<file path="config.mk">
export PLATFORM = sky130hd
export DESIGN_NAME = pipeline_word_packer
export DESIGN_NICKNAME = d
export VERILOG_FILES = /design/src/rtl/packer_output_register.sv /design/src/rtl/pipeline_word_packer.sv
export SDC_FILE = /design/constraint.sdc
export NUM_CORES = 1
export LEC_CHECK = 0
export BUFFER_PORTS_ARGS = -buffer_cell sky130_fd_sc_hd__buf_2
export CORE_UTILIZATION = 50
export CTS_CLUSTER_SIZE = 20
export DETAILED_ROUTE_END_ITERATION = 8
export PLACE_DENSITY_LB_ADDON = 0.12
export RECOVER_POWER = 25
export SKIP_LAST_GASP = 1
export SLEW_MARGIN = 40
export SYNTH_ARGS = -nofsm -noshare
export SYNTH_HDL_FRONTEND = slang
export SYNTH_HIERARCHICAL = 1
export SYNTH_SLANG_ARGS = --single-unit
</file>
<file path="constraint.sdc">
create_clock -name clock -period 2.5 [get_ports clock]
set_clock_uncertainty 0.2 [all_clocks]
set_input_delay 0.375 -clock clock [delete_from_list [all_inputs] [get_ports clock]]
set_output_delay 0.375 -clock clock [all_outputs]
set_load 0.02 [all_outputs]
</file>
<file path="src/rtl/packer_output_register.sv">
`default_nettype none
// ============================================================================
// Module      : packer_output_register
// Description : Half-buffer output stage for the word packer. Holds one
//               packed word (data, lane mask, last) with a valid flag and
//               reports whether it can take a new word this cycle.
// Revision    : 1.0 - initial release
// ============================================================================
module packer_output_register #(
  parameter int DATA_WIDTH = 32,
  parameter int MASK_WIDTH = 4
) (
  input  logic                  clock,
  input  logic                  clear,
  input  logic                  load,
  input  logic [DATA_WIDTH-1:0] load_data,
  input  logic [MASK_WIDTH-1:0] load_mask,
  input  logic                  load_last,
  input  logic                  ready_out,
  output logic                  can_load,
  output logic                  valid_out,
  output logic [DATA_WIDTH-1:0] data_out,
  output logic [MASK_WIDTH-1:0] mask_out,
  output logic                  last_out
);

  logic                  valid_q, valid_d;
  logic [DATA_WIDTH-1:0] data_q, data_d;
  logic [MASK_WIDTH-1:0] mask_q, mask_d;
  logic                  last_q, last_d;

  // Empty, or the current word leaves this cycle: either way a new one fits.
  assign can_load = ~valid_q | ready_out;

  // Next-state: load a new word, otherwise drop valid once accepted; hold payload.
  always_comb begin
    valid_d = valid_q;
    data_d  = data_q;
    mask_d  = mask_q;
    last_d  = last_q;
    if (load) begin
      valid_d = 1'b1;
      data_d  = load_data;
      mask_d  = load_mask;
      last_d  = load_last;
    end else if (ready_out) begin
      valid_d = 1'b0;
    end
  end

  // Output register with asynchronous clear.
  always_ff @(posedge clock or posedge clear) begin
    if (clear) begin
      valid_q <= 1'b0;
      data_q  <= '0;
      mask_q  <= '0;
      last_q  <= 1'b0;
    end else begin
      valid_q <= valid_d;
      data_q  <= data_d;
      mask_q  <= mask_d;
      last_q  <= last_d;
    end
  end

  assign valid_out = valid_q;
  assign data_out  = data_q;
  assign mask_out  = mask_q;
  assign last_out  = last_q;

endmodule
`default_nettype wire

</file>
<file path="src/rtl/pipeline_word_packer.sv">
`default_nettype none
// ============================================================================
// Module      : pipeline_word_packer
// Description : Packs WORD_COUNT narrow ready/valid words into one wide
//               ready/valid word, lane 0 first. last_in flushes a partial
//               word with a lane-valid mask.
// Revision    : 1.0 - initial release
// ============================================================================
module pipeline_word_packer #(
  parameter int WORD_WIDTH_IN = 8,
  parameter int WORD_COUNT    = 4
) (
  input  logic                                clock,
  input  logic                                clear,
  input  logic                                valid_in,
  output logic                                ready_in,
  input  logic [WORD_WIDTH_IN-1:0]            data_in,
  input  logic                                last_in,
  output logic                                valid_out,
  input  logic                                ready_out,
  output logic [WORD_WIDTH_IN*WORD_COUNT-1:0] data_out,
  output logic [WORD_COUNT-1:0]               lane_valid_out,
  output logic                                last_out
);

  localparam int OUTPUT_WIDTH = WORD_WIDTH_IN * WORD_COUNT;
  localparam int COUNT_WIDTH  = $clog2(WORD_COUNT);
  localparam logic [COUNT_WIDTH-1:0] LAST_LANE = COUNT_WIDTH'(WORD_COUNT - 1);
  localparam logic [COUNT_WIDTH-1:0] COUNT_ONE = COUNT_WIDTH'(1);

  logic [OUTPUT_WIDTH-1:0] lanes_q, lanes_d;
  logic [WORD_COUNT-1:0]   mask_q, mask_d;
  logic                    last_q, last_d;
  logic [COUNT_WIDTH-1:0]  count_q, count_d;
  logic                    complete_q, complete_d;

  logic output_can_load;
  logic handoff;
  logic accept;

  // A finished assembly moves out whenever the output stage has room; the
  // input stays open on that same cycle so lane 0 refills without a bubble.
  assign handoff  = complete_q & output_can_load;
  assign ready_in = ~complete_q | output_can_load;
  assign accept   = valid_in & ready_in;

  // Assembly next-state: clear on handoff, then write the accepted word.
  always_comb begin
    lanes_d    = lanes_q;
    mask_d     = mask_q;
    last_d     = last_q;
    count_d    = count_q;
    complete_d = complete_q;
    if (handoff) begin
      lanes_d    = '0;
      mask_d     = '0;
      last_d     = 1'b0;
      complete_d = 1'b0;
    end
    if (accept) begin
      lanes_d[int'(count_q)*WORD_WIDTH_IN +: WORD_WIDTH_IN] = data_in;
      mask_d[count_q] = 1'b1;
      if ((count_q == LAST_LANE) || last_in) begin
        complete_d = 1'b1;
        last_d     = last_in;
        count_d    = '0;
      end else begin
        count_d = count_q + COUNT_ONE;
      end
    end
  end

  // Assembly register with asynchronous clear.
  always_ff @(posedge clock or posedge clear) begin
    if (clear) begin
      lanes_q    <= '0;
      mask_q     <= '0;
      last_q     <= 1'b0;
      count_q    <= '0;
      complete_q <= 1'b0;
    end else begin
      lanes_q    <= lanes_d;
      mask_q     <= mask_d;
      last_q     <= last_d;
      count_q    <= count_d;
      complete_q <= complete_d;
    end
  end

  packer_output_register #(
    .DATA_WIDTH (OUTPUT_WIDTH),
    .MASK_WIDTH (WORD_COUNT)
  ) u_output_register (
    .clock     (clock),
    .clear     (clear),
    .load      (handoff),
    .load_data (lanes_q),
    .load_mask (mask_q),
    .load_last (last_q),
    .ready_out (ready_out),
    .can_load  (output_can_load),
    .valid_out (valid_out),
    .data_out  (data_out),
    .mask_out  (lane_valid_out),
    .last_out  (last_out)
  );

endmodule
`default_nettype wire

</file>
==> qor.csv <==
stage,metric,value,unit
timing,timing.fmax,465,MHz
global_route,grt_max_degree,41,
synth,syn_nets,245,
routing,first_iter_violations,114,
timing,tns,0,ps
synth,synthMuxAreaShare,0.173,
timing,maxSlewViolCount,0,
finish,syn2layout_area_growth,17.7,%
synth,synth-seq-area-share,0.594,
place,gp_routability_congestion,0.858,
floorplan,num_rows,29,
timing,finalSetupViolations,0,
finish,layout-drive-gt1-share,0.402,
critical_path,arrival,2220,ps
cts,cts.path.max_buffers,2,
critical_path,startpoint_type,flip-flop,
cts,cts_max_level,3,
cts,clock_latency,340,ps
critical_path,worstPathRequired,2570,ps
power,vdd_drop_max,0.596,mV
cts,cts_buffers,9,
routing,wl_per_cell,17.3,microns
synth,synth_compound_area_frac,0.0883,
finish,fin_nets,307,
cts,clock-sinks,78,
global_route,overflow,0,
timing,rsz0062_at_grt,no,
floorplan,die_area,6900,sq um
timing,relSlewSlack,0.274,
global_route,antenna_found_initial,0,
floorplan,core_area,6350,sq um
routing,first_pass_iters,4,
timing,fin_crit_sh,0.859,
synth,ys_types,29,
floorplan,start_util,0.518,
place,io_buffers,51,
synth,synth-simple-area-share,0.0837,
critical_path,endpoint_kind,flip-flop,
power,p_leak,2.01,nW
place,dp_slack,407,ps
timing,hold_viol_final,0,
cts,cts_tree,yes,
critical_path,rrSetupSlack,350,ps
synth,synth_cells,224,
synth,synth_fa_ha_area_frac,0.0305,
critical_path,critPathMaxFanout,8,
synth,yosysWarnings,6,
routing,num_vias,1982,
routing,drt_wl_total,6.37,mm
routing,drtAntennaViolNets,0,
synth,synth_area,3290,sq um
run,maxCapViolations,0,
floorplan,num_io_pins,52,
floorplan,die_x,83.1,microns
global_route,grt.total_usage,0.201,
critical_path,crit_type,flip-flop to flip-flop,
routing,viasPerCell,5.39,
synth,synth-xor-area-share,0,
timing,whs,81.8,ps
min_path,hold_class,primary input to flip-flop,
cts,post-cts-setup-buffer-count,0,
global_route,grt_pass1_vias,2024,
cts,cts_root_buf,clkbuf_8,
timing,period_minus_slack,2150,ps
finish,n_antenna_cell,0,
synth,synth_top_family_by_area,multiplexers,
cts,cts.clk_slew.worst_paths,70,ps
floorplan,die_h,83.1,microns
routing,drc_errors,0,
power,power_density,815,nW/um^2
outcome,outcome,"finished, final reports clean",
timing,worstMarginPinSlew,1090,ps
finish,fillers,512,
global_route,grt_pass1_wl,10.6,mm
timing,setup_slack,351,ps
place,dp_hpwl,4.39,mm
synth,ys_ff_latch,78,
synth,avgSynthCellArea,14.7,sq um
## placed cells by master, fill, tap and decap left out, drive strengths merged
cell	netlist	final
a22o	10	10
a32o	18	18
and2	2	2
and2b	1	1
and4b	1	1
buf	6	57
bufinv	0	2
clkbuf	4	16
clkinv	0	2
dfrtp	78	78
dlygate4sd3	0	1
ha	8	8
inv	7	6
mux2	37	37
mux2i	8	8
nand2	23	23
nand2b	4	4
nand3	3	3
nand4	2	2
nor2	3	3
nor4	2	2
nor4b	2	2
nor4bb	1	1
o21a	1	1
o21ai	3	3
## worst max-delay path: stages, from the launching register on
cell and delay (ps):
dfrtp_1 500, inv_1 180, ha_1 430, nand2b_1 130
and4b_1 460, a32o_1 180
## cell usage after synthesis, drive strengths merged
| library cell | number | area (sq um) |
|---|---|---|
| and4b | 1 | 10.0 |
| nand2b | 4 | 27.5 |
| a22o | 10 | 87.6 |
| and2b | 1 | 10.0 |
| mux2i | 8 | 80.1 |
| o21ai | 3 | 15.0 |
| buf | 6 | 55.1 |
| a32o | 18 | 180 |
| nor4b | 2 | 47.6 |
| nor4 | 2 | 27.5 |
| nor4bb | 1 | 10.0 |
| ha | 8 | 100 |
| inv | 7 | 31.3 |
| nor2 | 3 | 11.3 |
| nand4 | 2 | 12.5 |
| and2 | 2 | 12.5 |
| nand2 | 23 | 86.3 |
| dfrtp | 78 | 1950 |
| nand3 | 3 | 20.0 |
| o21a | 1 | 7.51 |
| clkbuf | 4 | 15.0 |
| mux2 | 37 | 488 |
## metrics by stage
step	total power, mW	util	cell area [sq um]	std cells
after global routing	3.31	0.609	3870	368
after global placement	2.10	0.573	3640	351
final	3.15	0.609	3870	368
after floorplan	1.93	-	3290	224
after detailed placement	2.11	0.573	3640	351
after CTS	3.19	0.611	3880	368
## routing by layer
layer,global-route usage,up-vias,share of wire
met5,0,-,0
met4,0.103,0,0.025
met3,0.0457,13,0.032
met2,0.278,42,0.44
met1,0.297,990,0.50
li1,-,937,-
## sequential cells by signal, summed over array words and instances, names as in the netlist
| signal | count |
|---|---|
| u_output_register/last_out | 1 |
| complete_q | 1 |
| count_q | 2 |
| u_output_register/data_out | 32 |
| last_q | 1 |
| u_output_register/valid_out | 1 |
| mask_q | 4 |
| lanes_q | 32 |
| u_output_register/mask_out | 4 |
## logic make-up (layout without fill, tap and decap cells)
group / Yosys count / after routing
and+or+nand+nor: 44 / 44
DFF: 78 / 78
muxes: 45 / 45
AOI/OAI and AO/OA: 32 / 32
adders and majority gates: 8 / 8
buffers and inverters: 17 / 84
## final cells by class
class	instances	area, sq um	area share
Tap cell	77	96.3	0.0249
Multi-Input combinational cell	129	1230	0.319
Inverter	7	31.3	0.00808
Timing Repair Buffer	61	323	0.0834
Clock buffer	13	169	0.0436
Sequential cell	78	1950	0.504
Clock inverter	3	65.1	0.0168
## where the power goes
group | internal, mW | leakage, nW | switching [mW]
clock network | 0.643 | 0.120 | 0.429
logic | 0.251 | 0.830 | 0.363
registers | 1.39 | 1.07 | 0.0759
total | 2.29 | 2.01 | 0.869
## final timing paths
check | start | to | depth (start not counted)
setup / recovery | count_q[0] | lanes_q[17] | 5
hold / removal | last_in | last_q | 2
max in group asynchronous | clear | u_output_register/data_out[17] | 4
setup reg to reg | count_q[0] | lanes_q[17] | 5
min in group asynchronous | clear | lanes_q[5] | 4
hold reg to reg | mask_q[3] | mask_q[3] | 2
## what timing repair did
action | CTS | global route
hold endpoints to repair | 78 | 0
hold buffers | 1 | 0
resized for setup | 0 | 0
(Power assumes the default switching activity.)
